===== src/rtl/regfile_writeback_queue.sv =====
// regfile_writeback_queue: FIFO of register write-backs drained one per cycle into the register file.
// Define REGFILE_WBQ_FORWARD_EN to enable youngest-pending-value forwarding on lk_reg.
module regfile_writeback_queue #(
    parameter int DEPTH = 4,
    parameter int AW    = 2
) (
    input  logic          clk,
    input  logic          rst,
    input  logic          req_valid,
    output logic          req_ready,
    input  logic [4:0]    req_reg,
    input  logic [31:0]   req_data,
    input  logic          drain_en,
    output logic          reg_write,
    output logic [4:0]    wr,
    output logic [31:0]   data_in,
    output logic [AW:0]   count,
    input  logic [4:0]    lk_reg,
    output logic          lk_hit,
    output logic [31:0]   lk_data
);
    localparam logic [AW:0] FULL = (AW+1)'(DEPTH);

    logic [4:0]       reg_q  [DEPTH];
    logic [31:0]      data_q [DEPTH];
    logic [DEPTH-1:0] valid;
    logic [AW-1:0]    head, tail;
    logic             push, pop;

    assign req_ready = count != FULL;
    // Writes to r0 complete the handshake but are dropped here.
    assign push      = req_valid && req_ready && req_reg != 5'd0;
    assign reg_write = drain_en && count != '0;
    assign pop       = reg_write;
    assign wr        = count != '0 ? reg_q[head] : 5'd0;
    assign data_in   = count != '0 ? data_q[head] : 32'd0;

    always_ff @(posedge clk or posedge rst) begin
        if (rst) begin
            head  <= '0;
            tail  <= '0;
            count <= '0;
            valid <= '0;
        end else begin
            if (push) begin
                tail        <= tail + 1'b1;
                valid[tail] <= 1'b1;
            end
            if (pop) begin
                head        <= head + 1'b1;
                valid[head] <= 1'b0;
            end
            count <= count + (AW+1)'(push) - (AW+1)'(pop);
        end
    end

    always_ff @(posedge clk) begin
        if (push) begin
            reg_q[tail]  <= req_reg;
            data_q[tail] <= req_data;
        end
    end

`ifdef REGFILE_WBQ_FORWARD_EN
    // Walk oldest to youngest so the last match is the youngest.
    always_comb begin
        lk_hit  = 1'b0;
        lk_data = 32'd0;
        for (int i = 0; i < DEPTH; i++) begin
            if (valid[head + AW'(i)] && lk_reg != 5'd0 && reg_q[head + AW'(i)] == lk_reg) begin
                lk_hit  = 1'b1;
                lk_data = data_q[head + AW'(i)];
            end
        end
    end
`else
    logic unused_lk;
    assign unused_lk = ^{lk_reg, valid};
    assign lk_hit    = 1'b0;
    assign lk_data   = 32'd0;
`endif
endmodule


===== config.mk =====
export PLATFORM = sky130hd
export DESIGN_NAME = regfile_writeback_queue
export DESIGN_NICKNAME = d
export VERILOG_FILES = /design/src/rtl/regfile_writeback_queue.sv
export SDC_FILE = /design/constraint.sdc
export NUM_CORES = 1
export LEC_CHECK = 0
export CORE_MARGIN = 2
export CORE_UTILIZATION = 47
export DETAILED_ROUTE_END_ITERATION = 10
export PLACE_DENSITY = 0.86
export SYNTH_ARGS = -nofsm -noshare
export SYNTH_HDL_FRONTEND = slang
export SYNTH_SLANG_ARGS = --single-unit

===== constraint.sdc =====
create_clock -name clk -period 2.4 [get_ports clk]
set_input_delay 0.48 -clock clk [delete_from_list [all_inputs] [get_ports clk]]
set_output_delay 0.48 -clock clk [all_outputs]
set_load 0.005 [all_outputs]

**Word level (Yosys, flattened, before mapping)**

Memory sizes are Yosys's and may differ from the RTL's.
Cells that the tools add are included.
Widths: inputs -> output; s select.

- Add/sub/neg operators: 4
- Equal/unequal tests: 1
- Multiplexer cells: 4
- Reductions and logical operators: 5

Operators by type and width:

| cell | number |
|---|---|
| $mux 32 | 1 |
| $mux 5 | 1 |
| $reduce_bool 5->1 | 1 |
| $add 2x1->2 const B | 2 |
| $add 3x1->3 | 1 |
| $logic_and 1x1->1 | 3 |
| $ne 3x3->1 const B | 1 |
| $reduce_bool 3->1 | 1 |
| $sub 3x1->3 | 1 |
| $mux 1 | 2 |

- Bits in registers: 7
- Memory bits (writable): 148
- Input bits: 46
- Output and inout bits: 75
- Logic and storage cells: 19
- Memories: 2

Memories:

| memory | depth | width | rd ports | clocked after Yosys merged registers in | write ports | RTL line | source |
|---|---|---|---|---|---|---|---|
| data_q | 4 | 32 | 1 | 0 | 1 | 25 | `logic [31:0] data_q [DEPTH];` |
| reg_q | 4 | 5 | 1 | 0 | 1 | 24 | `logic [4:0] reg_q [DEPTH];` |

**Longest topological paths before layout**

- Depth in word-level cells: 5
- Gate-level depth with buffers: 10
- Mapped depth without buffers: 10

**Worst setup path after synthesis**

Ideal clock, no wire load.

- Kind: input to register
- From: in req_reg[0]
- To: reg count[2]
- Setup time: 0.127 ns
- Arrival: 2.351 ns
- Data required time: 2.273 ns
- Path slack: -0.078 ns
- Cell stages on the path: 10
- Path buffers: 0
- Path through: or4_4 o211a_4 inv_1 ha_1 inv_1 ha_1 inv_1 fa_1 xnor2_1 xnor2_1

- Cells in the longest elaborated chain, start to end: 4

Ends and longest elaborated chain:

| item | RTL line | source |
|---|---|---|
| start, declared | 11 | `input logic [4:0] req_reg,` |
| $reduce_bool 5->1 | 32 | `assign push = req_valid && req_ready && req_reg != 5'd0;` |
| $logic_and 1x1->1 | 32 |  |
| $add 3x1->3 | 53 | `count <= count + (AW+1)'(push) - (AW+1)'(pop);` |
| $sub 3x1->3 | 53 |  |
| end signal, assigned | 53 |  |
| end, declared | 17 | `output logic [AW:0] count,` |

No other way between the ends.
A chain may end at the register's enable or synchronous reset.

**Worst setup path in the final report**

- From: reg head[0]
- To: out data_in[28]

- Cells in the longest elaborated chain, start to end: 2

Ends and longest elaborated chain:

| item | RTL line | source |
|---|---|---|
| start, declared | 27 | `logic [AW-1:0] head, tail;` |
| start signal, assigned | 50 | `head <= head + 1'b1;` |
| $mem_v2 4x32 | n/a |  |
| $mux 32 | 36 | `assign data_in = count != '0 ? data_q[head] : 32'd0;` |
| end, declared | 16 | `output logic [31:0] data_in,` |

No other way between the ends.

==> results by group <==
Run status
  – Status: complete, but fails checks
  – Failing checks: setup timing

Logic synthesis
  – Post-synth EDFFs: 148
  – Yosys top cell by area: edfxtp_1
  – Syn Inst Count: 305
  – Post-synthesis cell area: 6280 µm²
  – Ys async rst share: 4.52%
  – Primary FF master, synth: edfxtp_1
  – Synth Area in Simple Gates: 5.04%
  – Top-area cell type share of the netlist area: 70.8%
  – Synth cell types: 21
  – Largest family of logic cells by synthesized area: multiplexers
  – Yosys warns: 0
  – Syn_area_per_cell: 20.6 µm²
  – Post-synthesis register bit count: 155
  – Post-synthesis mux area share: 13.5%
  – Xor/xnor cell area share of the yosys netlist: 0.698%
  – Post-synth top cells: edfxtp_1 (148), mux4_2 (37), buf_4 (35), nor2b_1 (25), and2b_1 (13)
  – Synthesized-area fraction occupied by adder cells: 1.51%
  – Synth Area in Compound Gates: 0.279%
  – Count leader, synth: edfxtp_1
  – Synth top area cells: edfxtp_1 (71%), mux4_2 (13%), buf_4 (4.2%)
  – Sequential-to-total area share from yosys stat: 73.6%

Routing
  – DRC: 0
  – DR vias/cell: 4.95
  – Initial drt markers: 367
  – Routed WL: 11,900 µm
  – DRT Pass-1 Iters: 4
  – DRT antenna net count: 0
  – Routed len/inst: 19.1 µm
  – Via count: 3,098

Critical path
  – Crit-path slowest cell: mux4_2
  – Crit Path Category: flop to output port
  – Crit path buffers/inverters: 4
  – Crit path max fanout: 4
  – Top Family by Delay on Critical Path: multiplexers
  – Max stage delay on crit path: 0.49 ns
  – Crit path DAT: 1.98 ns
  – Worst Setup End Kind: output port
  – Crit path top cell by count: buf_12
  – Startpoint types: flop
  – R2R depth: 10
  – CP Cell Sequence: buf_6, buf_12, buf_12, mux4_2, and2b_1, buf_2
  – Worst EP required: 1.92 ns
  – WP depth: 6

Global route
  – All-Layer GR Usage: 18.1%
  – Met2 Use GR: 29.8%
  – Grt ovf: 0
  – Largest net degree at the start of global routing: 22
  – Initial antenna violation count: 0
  – Busiest layer in global routing: met2
  – Number of global-route vias before repair: 3,377
  – First-pass GRT wire length: 18,800 µm
  – Grt met3 use: 5.99%
  – Met1 track demand over resource: 23.3%

Timing
  – Final setup viols: 12
  – Final worst slack: -0.0579 ns
  – Fmax: 407 MHz
  – Fin crit share: 102%
  – Final slew viol count: 0
  – Period minus WS final: 2.46 ns
  – Fin. Hold Viols: 0
  – RSZ-0062 raised after global routing: true
  – Clk_skew: 0.00833 ns

Layout
  – Multi-input gate area: 1540 µm²
  – Storage cell area: 4620 µm²
  – Non-filler cells, final: 626
  – Fillers: 902
  – Layout area overhead: 31.0%
  – Layout cells sized above 1: 38.0%
  – Antenna Cells: 0
  – Final net count: 490
  – Final core utilization: 62.6%

Power and ir drop
  – Sw Pwr: 2850 µW
  – Seq pwr share: 36.6%
  – Leak: 0.00300 µW
  – Switch share: 27.9%
  – Overall Power: 10,200 µW
  – Clock Power Share: 24.9%
  – Internal: 7380 µW
  – Logic gate share of total power: 38.5%
  – Pwr dens: 1240 nW/µm²
  – VDD IR-drop max: 0.778 mV

Clock tree
  – CTS root buf: clkbuf_16
  – Clk slew on worst S/H paths: 0.06 ns
  – CTS Hold Bufs: 0
  – CTS max path bufs: 2
  – # clock sinks: 155
  – Clock latency on the worst-skew pair: 0.41 ns
  – CTS tree: built
  – H-tree depth: 4
  – CTS buffer count: 17

Placed design
  – Placer congestion estimate: 0.678
  – Post-DP HPWL: 6940 µm
  – Pre-CTS setup slack: -0.538 ns
  – Cell count after placement: 577
  – Port Buffers: 82

Floorplan
  – Core Area: 13,100 µm²
  – Chip width: 120 µm
  – Ports: 121
  – Site row count: 42
  – DIE AREA: 14,300 µm²
  – Die Ht: 120 µm
  – Initial Util: 47.8%

Run
  – Max-cap violations: 0

Min path
  – HP Class: primary input to async pin
## area by class of cell
class	count	share of cell area, %
tap	176	2.68
clock buffer	17	5.18
clock inverter	15	1.80
multi-input combinational	130	18.8
inverter	7	0.320
timing repair buffer	126	15.0
sequential	155	56.2
## worst paths after layout
path	startpoint	end	slack, ns
min in group clk	req_reg[3]	reg_q[0][3]$_DFFE_PP_	0.52
max in group asynchronous	rst	head[0]$_DFFE_PP0P_	1.87
hold reg to reg	tail[1]$_DFFE_PP0P_	tail[1]$_DFFE_PP0P_	0.60
setup reg to reg	count[2]$_DFF_PP0_	count[2]$_DFF_PP0_	0.15
setup / recovery	head[0]$_DFFE_PP0P_	data_in[28]	-0.06
hold / removal	rst	count[1]$_DFF_PP0_	0.29
## cell usage in the layout (no fill, tap or decap), types with 4 or more instances in the layout
cell type,n
edfxtp_1,148
clkdlybuf4s50_1,41
mux4_2,37
buf_2,35
conb_1,33
nor2b_1,18
clkbuf_16,17
buf_12,15
buf_4,15
and2b_1,13
buf_6,11
nor2b_4,7
dfrtp_1,5
inv_1,4
and2_2,4
ha_1,4
clkinv_2,4
clkinv_4,4
dlygate4sd2_1,4
## cells by family (layout without fill, tap and decap cells)
family / count (synthesis) / in the layout
flops: 155 / 155
buf+inv: 52 / 165
simple gates: 46 / 46
mux: 38 / 38
fa+ha+maj: 7 / 7
xor+xnor: 5 / 5
other cells: 1 / 33
compound gates: 1 / 1
## per-layer routing
layer / vias up / wire length, µm
li1: 1394 / -
met1: 1559 / 4840
met2: 137 / 6190
met3: 8 / 826
met4: 0 / 82
met5: - / 0
## power by group through the flow
stage	clock [µW]	combinational (µW)	sequential (µW)
after detailed placement	0	3860	3790
final	2550	3940	3740
after floorplan	0	1950	3740
after CTS	2590	4110	3740
after global routing	2700	4270	3790
after global placement	0	3800	3740
## timing repair
item,CTS,global route
gates cloned,4,0
gates resized for setup,172,14
buffers inserted,17,3
setup endpoints to repair,39,30
pin swaps,4,0
## registers in the layout (all words and copies together), names as in the netlist
register and count:
tail 2, reg_q 20, head 2, data_q 128
count 3
## stage by stage
stage	setup TNS (ns)	hold WS, ns	instance area (µm²)
finish	-0.400	0.293	8220
global route	-1.64	0.331	8220
CTS	-2.14	0.282	8270
detailed placement	-19.49	0.583	7530
global placement	-17.43	0.550	7530
floorplan	-0.0652	0.283	6430
No activity file was read; power rests on OpenSTA's default activity.
